**src/rtl/resize_hls_axis_divsu.sv**
```systemverilog
`default_nettype none
// ============================================================================
// Module  : resize_hls_axis_divsu
// Brief   : Sequential signed-by-unsigned restoring divider, one quotient bit
//           per cycle. Produces a saturated quotient and a signed remainder.
// Revision: 1.0 - initial release
// ============================================================================
module resize_hls_axis_divsu #(
  parameter int DIVIDEND_WIDTH = 28,
  parameter int DIVISOR_WIDTH  = 8,
  parameter int QUOT_WIDTH     = 20
) (
  input  logic                      ap_clk,
  input  logic                      ap_rst_n,
  input  logic                      in_valid,
  output logic                      in_ready,
  input  logic [DIVIDEND_WIDTH-1:0] dividend,
  input  logic [DIVISOR_WIDTH-1:0]  divisor,
  output logic                      out_valid,
  input  logic                      out_ready,
  output logic [QUOT_WIDTH-1:0]     quotient,
  output logic [DIVISOR_WIDTH:0]    remainder,
  output logic                      ovf,
  output logic                      dz
);

  localparam int W = DIVIDEND_WIDTH;
  localparam int D = DIVISOR_WIDTH;
  localparam int Q = QUOT_WIDTH;
  localparam int c_cnt_w = (W > 1) ? $clog2(W) : 1;
  localparam logic [c_cnt_w-1:0] c_last = c_cnt_w'(W - 1);

  typedef logic signed [W:0] wide_t;
  localparam longint c_qmax_l = (64'sd1 <<< (Q - 1)) - 64'sd1;
  localparam wide_t  c_qmax_ext = wide_t'(c_qmax_l);
  localparam wide_t  c_qmin_ext = wide_t'(-c_qmax_l - 64'sd1);
  localparam logic [Q-1:0] c_qmax = {1'b0, {(Q-1){1'b1}}};
  localparam logic [Q-1:0] c_qmin = {1'b1, {(Q-1){1'b0}}};

  typedef enum logic [1:0] {
    IDLE = 2'd0,
    BUSY = 2'd1,
    SIGN = 2'd2,
    DONE = 2'd3
  } state_t;

  state_t r_state;
  state_t w_next;

  logic [c_cnt_w-1:0]  r_cnt;
  logic [W-1:0]        r_num;
  logic [D-1:0]        r_rem;
  logic [D-1:0]        r_div;
  logic                r_neg;
  logic                r_dz;
  logic                r_phase;
  logic signed [W:0]   r_qs;
  logic signed [D:0]   r_rs;
  logic [Q-1:0]        r_quot;
  logic [D:0]          r_remo;
  logic                r_ovf;
  logic                r_dzo;

  logic [W-1:0]        w_abs;
  logic [D:0]          w_shift;
  logic [D-1:0]        w_diff;
  logic                w_ge;
  logic signed [W:0]   w_qmag;
  logic signed [D:0]   w_rmag;

  // Magnitude of the most negative dividend still fits the unsigned register
  assign w_abs   = dividend[W-1] ? (~dividend + 1'b1) : dividend;
  assign w_shift = {r_rem, r_num[W-1]};
  assign w_ge    = (w_shift >= {1'b0, r_div});
  assign w_diff  = w_shift[D-1:0] - r_div;
  assign w_qmag  = {1'b0, r_num};
  assign w_rmag  = {1'b0, r_rem};

  always_ff @(posedge ap_clk or negedge ap_rst_n) begin
    if (!ap_rst_n) r_state <= IDLE;
    else           r_state <= w_next;
  end

  always_comb begin
    w_next    = r_state;
    in_ready  = 1'b0;
    out_valid = 1'b0;
    case (r_state)
      IDLE: begin
        in_ready = 1'b1;
        if (in_valid) w_next = BUSY;
      end
      BUSY: if (r_cnt == c_last) w_next = SIGN;
      SIGN: if (r_phase) w_next = DONE;
      DONE: begin
        out_valid = 1'b1;
        if (out_ready) w_next = IDLE;
      end
      default: w_next = IDLE;
    endcase
  end

  always_ff @(posedge ap_clk or negedge ap_rst_n) begin
    if (!ap_rst_n) begin
      r_cnt   <= '0;
      r_num   <= '0;
      r_rem   <= '0;
      r_div   <= '0;
      r_neg   <= 1'b0;
      r_dz    <= 1'b0;
      r_phase <= 1'b0;
      r_qs    <= '0;
      r_rs    <= '0;
      r_quot  <= '0;
      r_remo  <= '0;
      r_ovf   <= 1'b0;
      r_dzo   <= 1'b0;
    end else begin
      case (r_state)
        IDLE: begin
          if (in_valid) begin
            r_num   <= w_abs;
            r_neg   <= dividend[W-1];
            r_div   <= divisor;
            r_dz    <= (divisor == '0);
            r_rem   <= '0;
            r_cnt   <= '0;
            r_phase <= 1'b0;
          end
        end
        BUSY: begin
          // Quotient bits shift into the numerator register as it empties
          r_num <= {r_num[W-2:0], w_ge};
          r_rem <= w_ge ? w_diff : w_shift[D-1:0];
          r_cnt <= r_cnt + 1'b1;
        end
        SIGN: begin
          if (!r_phase) begin
            r_phase <= 1'b1;
            r_qs    <= r_neg ? -w_qmag : w_qmag;
            r_rs    <= r_neg ? -w_rmag : w_rmag;
          end else begin
            r_phase <= 1'b0;
            r_dzo   <= r_dz;
            if (r_dz) begin
              r_quot <= r_neg ? c_qmin : c_qmax;
              r_remo <= '0;
              r_ovf  <= 1'b0;
            end else begin
              r_remo <= r_rs;
              if (r_qs > c_qmax_ext) begin
                r_quot <= c_qmax;
                r_ovf  <= 1'b1;
              end else if (r_qs < c_qmin_ext) begin
                r_quot <= c_qmin;
                r_ovf  <= 1'b1;
              end else begin
                r_quot <= r_qs[Q-1:0];
                r_ovf  <= 1'b0;
              end
            end
          end
        end
        default: ;
      endcase
    end
  end

  assign quotient  = r_quot;
  assign remainder = r_remo;
  assign ovf       = r_ovf;
  assign dz        = r_dzo;

endmodule
`default_nettype wire

```
**config.mk**
```make
export PLATFORM = sky130hd
export DESIGN_NAME = resize_hls_axis_divsu
export DESIGN_NICKNAME = d
export VERILOG_FILES = /design/src/rtl/resize_hls_axis_divsu.sv
export SDC_FILE = /design/constraint.sdc
export NUM_CORES = 1
export LEC_CHECK = 0
export ABC_AREA = 0
export BUFFER_PORTS_ARGS = -buffer_cell sky130_fd_sc_hd__buf_4
export CAP_MARGIN = 5
export CORE_ASPECT_RATIO = 1.5
export CORE_UTILIZATION = 40
export CTS_BUF_LIST = sky130_fd_sc_hd__clkbuf_8
export CTS_CLUSTER_DIAMETER = 50
export DETAILED_ROUTE_END_ITERATION = 8
export GPL_TIMING_DRIVEN = 0
export PLACE_DENSITY = 0.57
export RECOVER_POWER = 100
export SYNTH_ARGS = -nofsm -noshare
export SYNTH_HDL_FRONTEND = slang
export SYNTH_SLANG_ARGS = --single-unit
```
**constraint.sdc**
```tcl
create_clock -name ap_clk -period 2.4 [get_ports ap_clk]
set_input_delay 0.36 -clock ap_clk [delete_from_list [all_inputs] [get_ports ap_clk]]
set_output_delay 0.36 -clock ap_clk [all_outputs]
set_load 0.01 [all_outputs]
```
==> results of run 1 <==
==> worst register-to-register path: stages (launching register included) <==
cell and delay (ns):
dfrtp_1 0.45, ha_1 0.33, nor2b_1 0.16, o31a_1 0.28
o21ai_2 0.22, a31o_4 0.28, mux2_2 0.35, o22ai_1 0.12
==> logic make-up (layout without fill, tap and decap cells) <==
family / count (synthesis) / count (layout) / synth area share (%)
fa+ha+maj: 17 / 17 / 3.27
compound gates: 222 / 222 / 19.1
xor+xnor: 65 / 65 / 8.45
flops: 123 / 123 / 45.7
simple gates: 219 / 219 / 16.1
mux: 26 / 26 / 4.07
buf+inv: 60 / 163 / 3.36
==> timing repair <==
action                                  in CTS  in global routing
gates cloned                                 0                  0
resized for setup                            7                  5
endpoints found under the setup margin      31                 45
pin swaps                                    0                  0
endpoints found under the hold margin       26                  0
hold buffers                                 1                  0
==> cell usage in the layout, fill, tap and decap left out, drive strengths merged, types with 6 or more instances in the layout <==
cell type  count
nand3          6
o21ai        119
nor4           6
nand2b        13
inv           26
o22ai         12
clkbuf        90
mux2i         15
xor2          48
nand4          6
mux2          11
o41ai          8
xnor2         17
a21oi         46
dfrtp        123
nand2         97
ha            16
o31ai         21
buf           38
nor2          51
nor3           8
or3           19
==> state kept, by name (all words and copies together) (netlist names), 2 cells and up <==
name / flops
r_cnt: 5
r_num: 28
r_state: 2
r_div: 8
r_qs: 29
r_rem: 8
quotient: 20
r_rs: 9
remainder: 9
==> how the worst min path moves through the flow <==
stage                       from      endpoint  slack [ns]  cells past startpoint
global placement    remainder[2]  remainder[2]        0.47                      2
global route          divisor[1]      r_div[1]        0.14                      2
CTS                   divisor[2]      r_div[2]        0.14                      2
floorplan               ap_rst_n            dz        0.06                      0
detailed placement      ap_rst_n      r_div[4]        0.24                      1
finish                divisor[2]      r_div[2]        0.16                      2
==> metrics by stage <==
stage / area (sq um) / util, % / setup TNS (ns)
3_3_place_gp: 7530 / 46.1 / -3.46
6_report: 7900 / 48.4 / 0
5_1_grt: 7900 / 48.4 / 0
4_1_cts: 8030 / 49.2 / 0
3_5_place_dp: 7560 / 46.3 / -4.10
2_1_floorplan: 6740 / - / 0
==> routing by layer <==
metal | up-vias | global-route usage (%)
li1 | 2751 | -
met1 | 2576 | 23.5
met2 | 138 | 34.7
met3 | 45 | 3.86
met4 | 0 | 8.16
met5 | - | 0
==> power by group through the flow <==
stage | sequential [uW] | clock, uW | combinational [uW]
2_1_floorplan | 3780 | 0 | 3580
3_3_place_gp | 3860 | 0 | 5020
3_5_place_dp | 3910 | 0 | 5150
4_1_cts | 3870 | 2150 | 5200
5_1_grt | 4010 | 2230 | 5680
6_report | 3860 | 2100 | 4960
==> area by class of cell <==
| type | count | area share, % |
|---|---|---|
| clock buffers | 18 | 3.14 |
| clock inverters | 14 | 2.65 |
| plain buffers | 38 | 1.89 |
| flip-flops and latches | 123 | 39.0 |
| repair buffers | 73 | 5.61 |
| inverters | 20 | 0.950 |
| multi-input cells | 549 | 43.5 |
| well taps | 206 | 3.26 |
==> metrics, run 1 <==
Die Height 161 um; sw frac 43.1%; Cells after Synth 732; PD cells 1380 nW/um^2; Placer Congestion 0.856; synthesized net count 789; Worst EP arrival 2.64 ns; final setup violation count 0; register area 3080 sq um; largest net degree at the start of global routing 98; Worst Path Class, Setup reg -> reg; crit share post-route 95.0%; post-synthesis sequential area ratio 45.7%; HP Class in -> reg; CTS root buffer clkbuf_8; Final Hold Vio Count 0; Clk pwr share 19.2%; CP Buf/Inv Count 0; antenna cells 0; Power Internal 6210 uW; Top FF cell, synth dfrtp_1; Setup crit end r_rem[0]; share of cells above drive strength 1 12.7%; synthesized flop and latch total 123; EDFF count, synth 0; CTS sink cnt 123; FF-to-FF setup slack 0.12 ns; post-CTS setup buffers 0; multi-input logic area 3440 sq um; metal3 WL 669 um; initial drt markers 222; Worst-Margin Slew 1.56 ns; drt total wl 16.0 mm; final HPWL from detailed placement 12.5 mm; top layer in use met4; leading cell types by count after synthesis 123 x dfrtp_1, 109 x o21ai_0, 96 x nand2_1; CTS Buf Count 17; RSZ-0062 raised after global routing false; Startpoint Class flip-flop; grt total ovfl 0; # port buffers 71; num rows 57; GRT Total Usage 19.9%; total power 10,900 uW; Residual DRC 0; Final WS setup 0.121 ns; Synth cell types 55; crit path from r_rem[0]; Vias per Instance 5.29; fmax 439 MHz; Crit path depth 7; via count 5,510; reg2reg end r_rem[0]; Critical Path RT 2.76 ns; Leak 0.00347 uW; Netlist Area Pre-Place 6740 sq um; core area 16,300 sq um; WL met2 8.15 mm; Starting Density 41.3%; vias in the first global route 5,694; synth-to-layout area growth 17.2%; synth top area cells dfrtp_1 46%, o21ai_0 8.1%, xor2_1 6.2%; Synth top area share 45.7%; Gate power share 45.4%; Die Span X 108 um; Fillers 1,587; outcome finished with violations; slowest stage cell, crit path dfrtp_1; final net count 879; pre-CTS setup slack -0.217 ns; Synth async-reset ratio 100%; Worst VDD drop 0.000493 V; Worst-path clk slew 0.08 ns; Slew HR -4.01%; Synth area leader dfrtp_1; die area 17,400 sq um; most frequent cell after synthesis dfrtp_1; clk_lat worst skew 0.44 ns; worst path cell trace ha_1 > nor2b_1 > o31a_1 > o21ai_2 > a31o_4 > mux2_2 > o22ai_1; H-Tree Depth 4; Post-Route M1 WL 6.70 mm; mean area per synthesized cell 9.20 sq um; DP Cell Count 1,010; Final ANT Viol Nets 0; min Tclk post-route 2.28 ns; global-route wire length before repair 27.2 mm; Max Cap Violations 1; switching pwr 4710 uW; Layout Skew 0.0113 ns; Reg-to-Reg Start r_rem[0]; DR WL/cell 15.4 um; YS warnings 0; fin cells 1,041; reg2reg path depth 7; Top Family by Delay on Critical Path compound AO/OA/AOI/OAI gates; Seq pwr share 35.4%; initial antenna violation count 0; CP max FO 8; Clock Tree Buf Depth 2; CTS tree done; Max Slew Vio Count 27; CP Capture Type flip-flop; I/O pins 73; failing checks capacitance limit, slew limit; Hold WS 0.158 ns; slowest stage delay, CP 0.45 ns; drt pass-1 iters 4
Power figures use the tool's default switching activity.
==> run 2, diff against run 1 <==
--- a/config.mk
+++ b/config.mk
@@ -14,6 +14,7 @@
 export CTS_CLUSTER_DIAMETER = 50
 export DETAILED_ROUTE_END_ITERATION = 8
 export GPL_TIMING_DRIVEN = 0
+export MAX_ROUTING_LAYER = met4
 export PLACE_DENSITY = 0.57
 export RECOVER_POWER = 100
 export SYNTH_ARGS = -nofsm -noshare
==> run 2 against run 1 <==
Effect of this change: the run still ends with capacitance limit, slew limit left; power up 0.11%; count of clock-buffer cells in the layout unchanged; global-route usage up 0.71 points; via count down 0.36%; sequential cell count unchanged; routed wire length up 0.16%; final cell count unchanged; largest cell class unchanged; largest power group unchanged; highest routed layer unchanged.
==> metrics, run 2 (synthesis results as in run 1) <==
vias in the first global route 5,679; antenna cells 0; HP Class in -> reg; total power 10,900 uW; grt total ovfl 0; Starting Density 41.3%; CTS root buffer clkbuf_8; pre-CTS setup slack -0.217 ns; worst path cell trace ha_1 > nor2b_1 > o31a_1 > o21ai_2 > a31o_4 > mux2_2 > o22ai_1; slowest stage cell, crit path dfrtp_1; commonest non-fill, non-tap cell in the layout dfrtp_1; share of cells above drive strength 1 12.7%; GRT Total Usage 20.6%; drt total wl 16.0 mm; Worst EP arrival 2.63 ns; Worst-path clk slew 0.08 ns; Layout Skew 0.0107 ns; # port buffers 71; initial antenna violation count 0; Worst Path Class, Setup reg -> reg; Placer Congestion 0.869; via count 5,490; Slew HR -3.91%; final net count 879; core area 16,300 sq um; CP Capture Type flip-flop; Util after Layout 48.4%; crit share post-route 94.7%; H-Tree Depth 4; failing checks capacitance limit, slew limit; multi-input logic area 3440 sq um; slowest stage delay, CP 0.45 ns; fmax 440 MHz; CTS tree done; fin cells 1,041; Final Hold Vio Count 0; num rows 57; initial drt markers 228; min Tclk post-route 2.27 ns; max FFs per register 29; DP Cell Count 1,010; I/O pins 73; synth-to-layout area growth 17.2%; design area 7900 sq um; most frequent cells in the layout 123 x dfrtp_1, 111 x o21ai_0, 97 x nand2_1; Biggest register r_qs; Residual DRC 0; Die Span X 108 um; die area 17,400 sq um; Max Slew Vio Count 27; Max Cap Violations 1; register area 3080 sq um; final setup violation count 0; post-CTS setup buffers 0; Critical Path RT 2.76 ns; Final ANT Viol Nets 0; Leak 0.00347 uW; DR WL/cell 15.4 um; DP Area 7560 sq um; Worst-Margin Slew 1.56 ns; clk_lat worst skew 0.44 ns; drt pass-1 iters 4; Startpoint Class flip-flop; Clock Tree Buf Depth 2; RSZ-0062 raised after global routing false; Die Height 161 um; largest net degree at the start of global routing 98; global-route wire length before repair 27.3 mm; Worst VDD drop 0.000495 V; Vias per Instance 5.27; PD cells 1380 nW/um^2; CTS Buf Count 17; CTS sink cnt 123; Fillers 1,587; final HPWL from detailed placement 12.5 mm; outcome finished with violations; Final WS setup 0.127 ns; CP max FO 8
## run 2: cell counts in the layout (fill, tap and decap cells not counted)
No cell type changed its count.
## run 2: critical path: cells and delay by family (launching register included)
| kind | cells | cell delay, ns |
|---|---|---|
| DFF | 1 | 0.45 |
| muxes | 1 | 0.35 |
| adders and majority gates | 1 | 0.33 |
| and+or+nand+nor | 1 | 0.16 |
| AOI/OAI and AO/OA | 4 | 0.91 |
## run 2: path summary, 6_finish.rpt
check,endpoint,cells after the start,start,slack (ns)
max reg2reg,r_rem[0],7,r_rem[0],0.13
max,r_rem[0],7,r_rem[0],0.13
max in group asynchronous,r_qs[15],3,ap_rst_n,0.40
min in group asynchronous,remainder[3],2,ap_rst_n,0.84
min reg2reg,r_qs[1],2,r_qs[1],0.48
min,r_div[2],2,divisor[2],0.16
## run 2: power by group
part           switching [uW]  internal (uW)
Sequential                843           3020
Clock                     912           1190
Combinational            2960           2000
Total                    4720           6210
## run 2: repair_timing
item	CTS	global route
hold endpoints to repair	26	0
setup endpoints to repair	31	44
hold buffers	1	0
pin swaps	0	0
resized for setup	7	5
## run 2: final cells by class
type                       instances  share of cell area (%)
multi-input combinational        549                    43.5
sequential                       123                    39.0
clock buffer                      18                    3.14
inverter                          20                   0.950
clock inverter                    14                    2.65
timing repair buffer              73                    5.61
tap                              206                    3.26
buffer                            38                    1.89
## run 2: stage by stage
stage | TNS [ns] | hold slack (ns)
after global placement | -3.46 | 0.470
after floorplan | 0 | 0.0644
after global routing | 0 | 0.139
after CTS | 0 | 0.136
final | 0 | 0.158
after detailed placement | -4.10 | 0.244
## run 2: per-layer routing
layer | up-vias | track usage [%] | part of all wire (%)
met2 | 119 | 34.6 | 51
met4 | 0 | 8.16 | 2.4
met3 | 38 | 4.18 | 3.8
li1 | 2746 | - | -
met5 | - | - | 0
met1 | 2587 | 23.7 | 43
==> run 3, diff against run 2 <==
--- a/config.mk
+++ b/config.mk
@@ -17,6 +17,7 @@
 export MAX_ROUTING_LAYER = met4
 export PLACE_DENSITY = 0.57
 export RECOVER_POWER = 100
+export SETUP_SLACK_MARGIN = 0.3
 export SYNTH_ARGS = -nofsm -noshare
 export SYNTH_HDL_FRONTEND = slang
 export SYNTH_SLANG_ARGS = --single-unit
==> run 3 against run 2 <==
Effect of this change: the run now ends clean; non-clock buffer count is 31 higher; via count is 2.7% higher; count of clock-buffer cells in the layout is 1 lower; register-to-register slack better by 0.06 ns; global-route usage is 0.16 points higher; hold slack better by 0.0028 ns; critical path type unchanged; largest cell class unchanged; highest routed layer unchanged.
==> metrics, run 3 (synthesis results as in run 1) <==
outcome finished, final reports clean; core area 16,300 sq um; Placer Congestion 0.875; num rows 57; Slew HR 50.5%; Max Cap Violations 0; final HPWL from detailed placement 12.5 mm; grt total ovfl 0; Die Height 161 um; via count 5,639; most frequent cells in the layout 115 x dfrtp_1, 109 x o21ai_0, 94 x nand2_1; initial antenna violation count 0; Crit path depth 9; worst path cell trace ha_4 > nor2b_4 > o31a_1 > o21ai_2 > a31o_2 > clkbuf_2 > buf_4 > mux2i_1 > o21ai_0; RSZ-0062 raised after global routing true; fin cells 1,072; drt total wl 16.7 mm; Max Slew Vio Count 0; Die Span X 108 um; crit share post-route 92.1%; CTS tree done; synth-to-layout area growth 24.8%; min Tclk post-route 2.21 ns; # port buffers 71; CTS Buf Count 17; share of cells above drive strength 1 20.9%; Worst EP arrival 2.53 ns; fmax 452 MHz; Residual DRC 0; Final ANT Viol Nets 0; final net count 910; Vias per Instance 5.26; DP Cell Count 1,010; Clock Tree Buf Depth 2; Worst-Margin Slew 0.743 ns; CP Capture Type flip-flop; Biggest register r_qs; slowest stage delay, CP 0.44 ns; CTS sink cnt 123; Layout Skew 0.00918 ns; Setup crit end r_rem[5]; H-Tree Depth 4; Worst VDD drop 0.000544 V; Worst Path Class, Setup reg -> reg; initial drt markers 194; global-route wire length before repair 27.5 mm; CTS root buffer clkbuf_8; GRT Total Usage 20.7%; drt pass-1 iters 6; Worst-path clk slew 0.08 ns; Starting Density 41.3%; CP max FO 6; Top Family by Delay on Critical Path compound AO/OA/AOI/OAI gates; max FFs per register 29; Fillers 1,540; Final Hold Vio Count 0; slowest stage cell, crit path dfrtp_2; vias in the first global route 5,732; DR WL/cell 15.6 um; PD cells 1400 nW/um^2; reg2reg path depth 9; final setup violation count 0; commonest non-fill, non-tap cell in the layout dfrtp_1; CP Buf/Inv Count 2; Critical Path RT 2.71 ns; antenna cells 0; Reg-to-Reg Start r_rem[0]; Hold WS 0.160 ns; clk_lat worst skew 0.44 ns; Startpoint Class flip-flop; crit path from r_rem[0]; I/O pins 73; Leak 0.00366 uW; FF-to-FF setup slack 0.19 ns; HP Class in -> reg; die area 17,400 sq um; largest net degree at the start of global routing 92; reg2reg end r_rem[5]
==> run 3: worst min path at each step <==
stage            startpoint      endpoint  slack [ns]  cells after the start
6_report         divisor[4]      r_div[4]        0.16                      2
5_1_grt          divisor[4]      r_div[4]        0.14                      2
4_1_cts          divisor[4]      r_div[4]        0.14                      2
3_5_place_dp       ap_rst_n      r_div[4]        0.27                      1
3_3_place_gp   remainder[3]  remainder[3]        0.47                      2
2_1_floorplan      ap_rst_n            dz        0.06                      0
==> run 3: routing by layer <==
layer / GRT usage [%] / vias to the layer above / routed length (um)
li1: - / 2818 / -
met1: 24.4 / 2693 / 7270
met2: 35.4 / 108 / 8700
met3: 3.29 / 20 / 457
met4: 7.22 / 0 / 305
met5: - / - / 0
==> run 3: what timing repair did <==
| item | CTS | global route |
|---|---|---|
| setup buffers | 12 | 17 |
| pin swaps | 12 | 20 |
| gates resized for setup | 46 | 59 |
| endpoints found under the setup margin | 73 | 88 |
| hold endpoints to repair | 32 | 0 |
| hold buffers | 1 | 0 |
==> run 3: report_power, final <==
part	internal, uW	leakage, uW	switching, uW
sequential	3030	0.00151	905
clock	1050	0.000213	905
combinational	2640	0.00193	3250
==> run 3: final cells by class <==
type	instances	area, sq um	share of cell area [%]
clock buffers	17	234	2.78
plain buffers	40	178	2.11
clock inverters	15	189	2.25
flip-flops and latches	123	3090	36.7
well taps	206	258	3.07
inverters	20	78.8	0.938
repair buffers	102	681	8.10
multi-input cells	549	3700	44.0
==> run 3: per-stage QoR <==
stage	setup TNS (ns)	util [%]	power (uW)	setup slack, ns	area, sq um
after floorplan	0	-	7400	0.321	6750
after global placement	-3.18	46.2	8920	-0.177	7540
after detailed placement	-4.01	46.3	9100	-0.234	7570
after CTS	0	50.6	11600	0.214	8260
after global routing	0	51.5	12700	0.0877	8410
final	0	51.5	11800	0.188	8410
